==> config.mk <==
export PLATFORM = sky130hd
export DESIGN_NAME = serial_port_router
export DESIGN_NICKNAME = d
export VERILOG_FILES = /design/src/rtl/router_pkg.sv /design/src/rtl/blk_bit_counter.sv /design/src/rtl/serial_port_router.sv
export SDC_FILE = /design/constraint.sdc
export NUM_CORES = 1
export LEC_CHECK = 0
export ABC_AREA = 1
export ABC_CLOCK_PERIOD_IN_PS = 5500
export CORE_MARGIN = 1.5
export CORE_UTILIZATION = 42
export CTS_CLUSTER_SIZE = 16
export DETAILED_ROUTE_END_ITERATION = 8
export SYNTH_ARGS = -nofsm -noshare
export SYNTH_HDL_FRONTEND = slang
export SYNTH_HIERARCHICAL = 1
export SYNTH_SLANG_ARGS = --single-unit
==> constraint.sdc <==
create_clock -name clk -period 5.5 [get_ports clk]
set_input_delay 0.55 -clock clk [delete_from_list [all_inputs] [get_ports clk]]
set_output_delay 0.55 -clock clk [all_outputs]
set_load 0.1 [all_outputs]
==> src/rtl/router_pkg.sv <==
// Shared types and default widths for the serial port router.
package router_pkg;

   localparam int BYTE_W = 8;
   localparam int LEN_W  = 6;
   localparam int PORT_W = 6;
   localparam int BLEN_W = $clog2(BYTE_W) + 1;

   typedef enum logic [1:0] {
      IDLE,
      RECV,
      DONE
   } state_t;

   // Tag travelling with each emitted byte.
   typedef struct packed {
      logic [PORT_W-1:0] ports;
      logic [BLEN_W-1:0] len;
   } byte_tag_t;

endpackage

==> src/rtl/blk_bit_counter.sv <==
// Block bit counter: counts sampled bits, latches the block length at start
// and flags when the bit being sampled this cycle reaches it (len 0 = 64).
module blk_bit_counter #(
   parameter int LEN_W = 6,
   parameter int POS_W = 3
) (
   input  logic             clk,
   input  logic             rst,
   input  logic             clr,
   input  logic             start,
   input  logic             inc,
   input  logic [LEN_W-1:0] len_in,
   output logic [POS_W-1:0] pos,
   output logic             hit,
   output logic             byte_full
);

   logic [LEN_W:0]   cnt_q;
   logic [LEN_W:0]   cnt_nxt;
   logic [LEN_W:0]   target;
   logic [LEN_W-1:0] len_q;

   // A zero length means a full wrap of the LEN_W-bit length field.
   function automatic logic [LEN_W:0] len_target(input logic [LEN_W-1:0] l);
      return (l == '0) ? {1'b1, {LEN_W{1'b0}}} : {1'b0, l};
   endfunction

   // Next count and active length target for this cycle's sample.
   always_comb begin
      // NOTE: every always_comb output gets a default first so no latch is inferred.
      cnt_nxt = cnt_q;
      target  = len_target(len_q);
      if (start) begin
         cnt_nxt = (LEN_W+1)'(1);
         target  = len_target(len_in);
      end else if (inc) begin
         cnt_nxt = cnt_q + (LEN_W+1)'(1);
      end
   end

   assign pos       = cnt_q[POS_W-1:0];
   assign hit       = (start | inc) && (cnt_nxt == target);
   assign byte_full = inc && (cnt_q[POS_W-1:0] == '1);

   // Count register and latched length.
   always_ff @(posedge clk or negedge rst) begin
      if (!rst) begin
         cnt_q <= '0;
         len_q <= '0;
      end else if (clr) begin
         cnt_q <= '0;
      end else if (start) begin
         // NOTE: state registers use non-blocking assignments so all flops update together.
         cnt_q <= cnt_nxt;
         len_q <= len_in;
      end else if (inc) begin
         cnt_q <= cnt_nxt;
      end
   end

endmodule

==> src/rtl/serial_port_router.sv <==
// Serial port router: assembles LSB-first data bits into port-tagged bytes
// and reports block completion back to the packet controller.
module serial_port_router #(
   parameter int BYTE_W = router_pkg::BYTE_W,
   parameter int LEN_W  = router_pkg::LEN_W,
   parameter int PORT_W = router_pkg::PORT_W
) (
   input  logic                      clk,
   input  logic                      rst,
   input  logic                      serin,
   input  logic                      valid,
   input  logic [PORT_W-1:0]         smbs_ports,
   input  logic [LEN_W-1:0]          num_of_inputs,
   output logic                      count_done,
   output logic [BYTE_W-1:0]         byte_out,
   output logic                      byte_valid,
   output logic [PORT_W-1:0]         byte_ports,
   output logic [$clog2(BYTE_W):0]   byte_len,
   output logic                      short_blk
);

   import router_pkg::*;

   localparam int POS_W = $clog2(BYTE_W);

   state_t            state;
   logic [BYTE_W-1:0] asm_q;
   logic [BYTE_W-1:0] asm_nxt;
   logic [PORT_W-1:0] ports_q;
   byte_tag_t         tag_q;
   logic [POS_W-1:0]  pos;
   logic [POS_W:0]    fill_len;
   logic              hit;
   logic              byte_full;
   logic              start;
   logic              inc;
   logic              clr;

   blk_bit_counter #(
      .LEN_W (LEN_W),
      .POS_W (POS_W)
   ) u_cnt (
      .clk       (clk),
      .rst       (rst),
      .clr       (clr),
      .start     (start),
      .inc       (inc),
      .len_in    (num_of_inputs),
      .pos       (pos),
      .hit       (hit),
      .byte_full (byte_full)
   );

   // Counter controls and the assembly word with this cycle's bit inserted.
   always_comb begin
      start        = (state == IDLE) && valid;
      inc          = (state == RECV) && valid;
      clr          = (state != IDLE) && !valid;
      asm_nxt      = asm_q;
      asm_nxt[pos] = serin;
      fill_len     = {1'b0, pos} + (POS_W+1)'(1);
   end

   assign byte_ports = tag_q.ports;
   assign byte_len   = tag_q.len;

   // Block FSM with registered byte, tag and status outputs.
   always_ff @(posedge clk or negedge rst) begin
      if (!rst) begin
         state      <= IDLE;
         asm_q      <= '0;
         ports_q    <= '0;
         tag_q      <= '0;
         byte_out   <= '0;
         byte_valid <= 1'b0;
         count_done <= 1'b0;
         short_blk  <= 1'b0;
      end else begin
         byte_valid <= 1'b0;
         short_blk  <= 1'b0;
         unique case (state)
            IDLE: begin
               if (valid) begin
                  ports_q <= smbs_ports;
                  if (hit) begin
                     // One-bit block completes on its first sample.
                     byte_out   <= asm_nxt;
                     tag_q      <= '{ports: smbs_ports, len: fill_len};
                     byte_valid <= 1'b1;
                     count_done <= 1'b1;
                     asm_q      <= '0;
                     state      <= DONE;
                  end else begin
                     asm_q <= asm_nxt;
                     state <= RECV;
                  end
               end
            end
            RECV: begin
               if (valid) begin
                  if (hit || byte_full) begin
                     byte_out   <= asm_nxt;
                     tag_q      <= '{ports: ports_q, len: fill_len};
                     byte_valid <= 1'b1;
                     asm_q      <= '0;
                  end else begin
                     asm_q <= asm_nxt;
                  end
                  if (hit) begin
                     count_done <= 1'b1;
                     state      <= DONE;
                  end
               end else begin
                  // Abort: flush whatever partial byte is held.
                  if (pos != '0) begin
                     byte_out   <= asm_q;
                     tag_q      <= '{ports: ports_q, len: {1'b0, pos}};
                     byte_valid <= 1'b1;
                  end
                  short_blk <= 1'b1;
                  asm_q     <= '0;
                  state     <= IDLE;
               end
            end
            DONE: begin
               if (!valid) begin
                  count_done <= 1'b0;
                  state      <= IDLE;
               end
            end
            default: state <= IDLE;
         endcase
      end
   end

endmodule

-- Yosys cells after proc, flatten, opt, wreduce, memory -nomap -nowiden
Index checks and enable logic that the tools add are counted.
- input port bits: 16
- register bits: 50
- output and inout port bits: 21
- eq/ne operators: 12
- $add $sub $neg: 2
- reduce and logical (&&, ||, !) cells: 23
- bitwise gates (word level): 2
- magnitude comparators: 2
- muxes and demuxes: 46
- operators by type and width (cell ; count):
    $mux 8 ; 9
    $mux 7 ; 8
    $mux 10 ; 5
    $pmux 8 s2 ; 2
    $pmux 10 s2 ; 1
    $logic_not 6->1 ; 2
    $mux 1 ; 11
    $mux 2 ; 5
    $bwmux 8 ; 1
    $add 7x1->7 const B ; 1
    $eq 7x7->1 ; 1
    $logic_and 1x1->1 ; 6
    $ne 2x2->1 const B ; 3
    $ne 3x2->1 const B ; 2
    $pmux 2 s3 ; 1
    $reduce_and 2->1 ; 3
    $reduce_bool 2->1 ; 3
    $reduce_bool 3->1 ; 2
    $reduce_and 5->1 ; 1
    $add 3x1->4 const B ; 1
    $lt 3x4->1 const B ; 1
    $ne 2x1->1 const B ; 2
    $pmux 1 s2 ; 2
    $reduce_and 4->1 ; 1
    other kinds (13) ; 13

-- Logic depth before layout (Yosys ltp)
- depth in word-level cells: 10
- mapped depth: 21
- depth with buffers taken out: 19

-- Cells and area by module
Netlist, hierarchy kept.
- modules (own cells, without submodules) (module ; times used ; seq. area each (um2) ; cells an instance ; area each (um2)):
    serial_port_router ; 1 ; 925.9 ; 245 ; 1895.6
    blk_bit_counter ; 1 ; 325.3 ; 142 ; 965.9

-- Worst setup path after synthesis
Ideal clock, no wire load.
- path kind: reg-to-reg
- from: register state[0]
- to: register tag_q (netlist bit byte_len[0])
- cell stages (with the launch flop): 20
- slack: 3.174 ns
- data arrival time: 2.205 ns
- setup time: 0.121 ns
- cells stage by stage: dfrtp_1 -> inv_2 -> nor2_2 -> inv_1 -> buf_2 -> nor2_1 -> buf_4 -> inv_2 -> or2_4 -> nand2_2 -> nand2_1 -> nand2_1 -> nand3_1 -> nor2_1 -> nand2_1 -> nor2_2 -> nand2_2 -> clkbuf_1 -> nand4_1 -> nand2_1
- longest elaborated chain between the ends: 9
- ends and longest elaborated chain (what ; line ; text):
    start, declared ; serial_port_router.sv:26 ; state_t state;
    start signal, assigned ; serial_port_router.sv:70 ; state <= IDLE;
    start signal, assigned ; serial_port_router.sv:92 ; state <= DONE;
    start signal, assigned ; serial_port_router.sv:95 ; state <= RECV;
    $eq 2x1->1 (*) ; serial_port_router.sv:57 ; inc = (state == RECV) && valid;
    $logic_and 1x1->1 (*) ; serial_port_router.sv:57 ;
    net inc ; serial_port_router.sv:36 ; logic inc;
    $mux 7 ; blk_bit_counter.sv:36 ; end else if (inc) begin
    $mux 7 ; blk_bit_counter.sv:33 ; if (start) begin
    $eq 7x7->1 ; blk_bit_counter.sv:42 ; assign hit = (start | inc) && (cnt_nxt == target);
    $logic_and 1x1->1 (*) ; blk_bit_counter.sv:42 ;
    net hit ; serial_port_router.sv:33 ; logic hit;
    $logic_or 1x1->1 ; serial_port_router.sv:101 ; if (hit || byte_full) begin
    $ne 3x2->1 (no line) ; -- ;
    $reduce_and 5->1 (no line) (*) ; -- ;
    end signal, assigned ; serial_port_router.sv:88 ; tag_q <= '{ports: smbs_ports, len: fill_len};
    end signal, assigned ; serial_port_router.sv:103 ; tag_q <= '{ports: ports_q, len: fill_len};
    end signal, assigned ; serial_port_router.sv:117 ; tag_q <= '{ports: ports_q, len: {1'b0, pos}};
    end, declared ; serial_port_router.sv:30 ; byte_tag_t tag_q;
Mark *: on every way through the listed nets, which the timed path passes. The rest lies on a longest branch.
A chain may end at the register's enable or synchronous reset.

-- Final worst setup path
- from: input valid
- to: register byte_out[2]
- longest elaborated chain between the ends: 8
- ends and longest elaborated chain (what ; line ; text):
    start, declared ; serial_port_router.sv:11 ; input logic valid,
    $logic_and 1x1->1 ; serial_port_router.sv:57 ;
    $mux 7 ; blk_bit_counter.sv:36 ;
    $mux 7 ; blk_bit_counter.sv:33 ;
    $eq 7x7->1 ; blk_bit_counter.sv:42 ;
    $logic_and 1x1->1 (*) ; blk_bit_counter.sv:42 ;
    net hit ; serial_port_router.sv:33 ;
    $logic_or 1x1->1 ; serial_port_router.sv:101 ;
    $ne 3x2->1 (no line) ; -- ;
    $reduce_and 5->1 (no line) (*) ; -- ;
    end signal, assigned ; serial_port_router.sv:87 ; byte_out <= asm_nxt;
    end signal, assigned ; serial_port_router.sv:102 ; byte_out <= asm_nxt;
    end signal, assigned ; serial_port_router.sv:116 ; byte_out <= asm_q;
    end, declared ; serial_port_router.sv:15 ; output logic [BYTE_W-1:0] byte_out,
Marked as above.

==> out/metrics.cfg <==
[clock_network]
htree_levels=2
cts_buffer_depth=2
cts_tree=yes
clk_pin_slew_worst_paths_ns=0.10
cts-hold-fix-buffers=0
cts_made_buffers=5
clock_latency_ns=0.31
cts_resized=0
clock_sink_count=50
cts_setup_buffers=0
cts_root_buf=clkbuf_8

[floorplan]
die_h_um=85.5
start_util_pct=44.3
die-area_um2=7320
rows=29
coreArea_um2=6460
pin_count=37
die_w_um=85.5

[min_path]
hold_class=input pin to asynchronous set/reset pin

[layout]
nets=433
synthToLayoutAreaGrowth_pct=15.8
diodes=0
postLayoutCoreUtil_pct=51.3
drive_gt1_share_pct=8.70

[yosys]
avgSynthCellArea_um2=7.39
syn-cell-area_um2=2860
synth-async-reset-ratio_pct=100
synth_cell_types=29
synth_top_flop_cell=dfrtp_1
synth_edf_count=0
netlist.area_leader.share_pct=43.7
yosys_warnings=6
ys_seq_area_share_pct=43.7
synth.top_cells.by_count=nand2_1, dfrtp_1, inv_1
ys_seq_elements=50
syn_nets=407
synth_area_leaders=dfrtp_1, nand2_1, inv_1
yosysTopAreaCell=dfrtp_1
synth.most_common_cell=nand2_1
postSynthCellCount=387

[sta]
fin_ws_ns=2.09
layout_min_cycle_time_ns=3.41
tightest_slew_ns=0.980
hold_violations=0
setup_viol=0
fin_tns_setup_ns=0
period_share_pct=61.9
fmax_mhz=294
rsz0062_at_grt=no
slew_headroom_pct=34.5
clock_skew_ns=0.0105
slew_viol_final=0

[detailed_routing]
drt-pass1-iter-count=7
detail-route-antenna-nets=0
wl_per_cell_um=12.8
vias_per_cell=4.99
drt_iter0_markers=121
routed_wl_mm=6.27
dr_total_vias=2451
drc=4

[power_and_ir_drop]
combPwrFrac_pct=50.9
power_frac_clock_pct=16.5
p_sw_mw=0.824
p_sw_share_pct=50.9
ir_drop_mv=0.246
power.density_nw_per_um2=489
power_leakage_nw=1.66
finalPower_mw=1.62
intPower_mw=0.795
p_seq_share_pct=32.6

[setup_path]
crit_path_frequent_cell=nand2_1
cp.required_ns=5.70
crit_path_start=valid
critPathMaxStageDelay_ns=0.57
crit_end=byte_out[2]
r2r-end=byte_out[2]
crit_slowest_cell=inv_1
crit_fanout=27
cp_data_arrival_time_ns=3.60
reg2reg_from=state[0]
rrSetupSlack_ns=2.32
startpoint_type=input pin
critPathKind=input pin to flip-flop
crit_chain=clkdlybuf4s50_1 > nand2_1 > inv_1 > inv_2 > nor2_1 > nand4_1 > o21ai_0 > nand2_1 > nand2_1 > inv_1 > nand2_1 > nor2_2 > nand2_2 > nand3_4 > nand3_1 > nand2_1
endpoint_kind=flip-flop
r2r_cells=16

[global_route]
grt_use_total_pct=18.5
antenna_found_initial=0
grt_max_degree=51
grt_overflow=0
grt_pass1_wl_mm=10.8
grt_pass1_vias=2288

[placed_design]
dpl_worst_slack_ns=1.73
io_buffers=36
dp_hpwl_mm=4.39
place.gp.congestion=0.815

[run_status]
violations=design-rule violations
status=finished, violations left

[run]
drv_cap=0

## state kept, by name (all words and copies together) (netlist names)
signal	cells
state	2
byte_len	4
u_cnt/cnt_q	7
short_blk	1
byte_out	8
asm_q	8
byte_valid	1
ports_q	6
byte_ports	6
count_done	1
u_cnt/len_q	6
## cell families after synthesis
family	synth area share, %
flip-flops	43.7
AND/OR/NAND/NOR	32.7
multiplexers	1.57
AO/OA/AOI/OAI	8.61
buffers and inverters	11.7
adder cells (fa/ha/maj)	1.75
## metrics by stage
stage,hold slack [ns],cells,area (um2)
after floorplan,0.254,387,2860
after global placement,0.494,483,3200
after detailed placement,0.485,483,3200
after CTS,0.367,491,3310
after global routing,0.403,491,3310
final,0.336,491,3310
## how the worst min path moves through the flow
stage	slack, ns	end	cells past startpoint	startpoint
after global routing	0.40	byte_valid	2	rst
after global placement	0.49	count_done	2	count_done
after detailed placement	0.48	count_done	2	count_done
after floorplan	0.25	asm_q[0]	0	rst
after CTS	0.37	short_blk	2	rst
final	0.34	short_blk	2	rst
## cell usage in the layout, fill, tap and decap left out, drive strengths merged
master         count
nand2            121
inv               56
dfrtp             50
nand3             39
o21ai             38
clkdlybuf4s50     35
nor2              27
nand4             20
clkbuf             5
ha                 4
mux2               4
clkinv             3
a21oi              3
o31ai              2
o21bai             2
buf                2
nand3b             1
bufinv             1
or2                1
## power groups by stage
stage	Clock, mW	Sequential [mW]	Combinational [mW]
3_3_place_gp	0	0.535	0.822
5_1_grt	0.287	0.542	0.878
3_5_place_dp	0	0.535	0.827
4_1_cts	0.273	0.529	0.828
6_report	0.267	0.528	0.824
2_1_floorplan	0	0.948	0.225
## worst max-delay path, delay by kind of cell
| family | cells | cell delay, ns |
|---|---|---|
| and+or+nand+nor | 11 | 1.49 |
| AOI/OAI and AO/OA | 1 | 0.13 |
| buffers and inverters | 4 | 1.42 |
## per-layer routing
layer  vias up  GRT usage [%]  part of all wire [%]
li1       1284              -                     -
met1      1118           24.6                    48
met2        43           31.3                    48
met3         6           3.18                   3.2
met4         0           5.28                  0.97
met5         -              0                     0
## final cells by class
type / instances / area [um2]
Inverter: 57 / 215
Tap cell: 77 / 96.3
Sequential cell: 50 / 1250
Clock buffer: 5 / 68.8
Clock inverter: 3 / 43.8
Multi-Input combinational cell: 262 / 1280
Fill cell: 640 / 3140
Timing Repair Buffer: 37 / 363
Note: power is estimated with default switching activity, not from simulation.
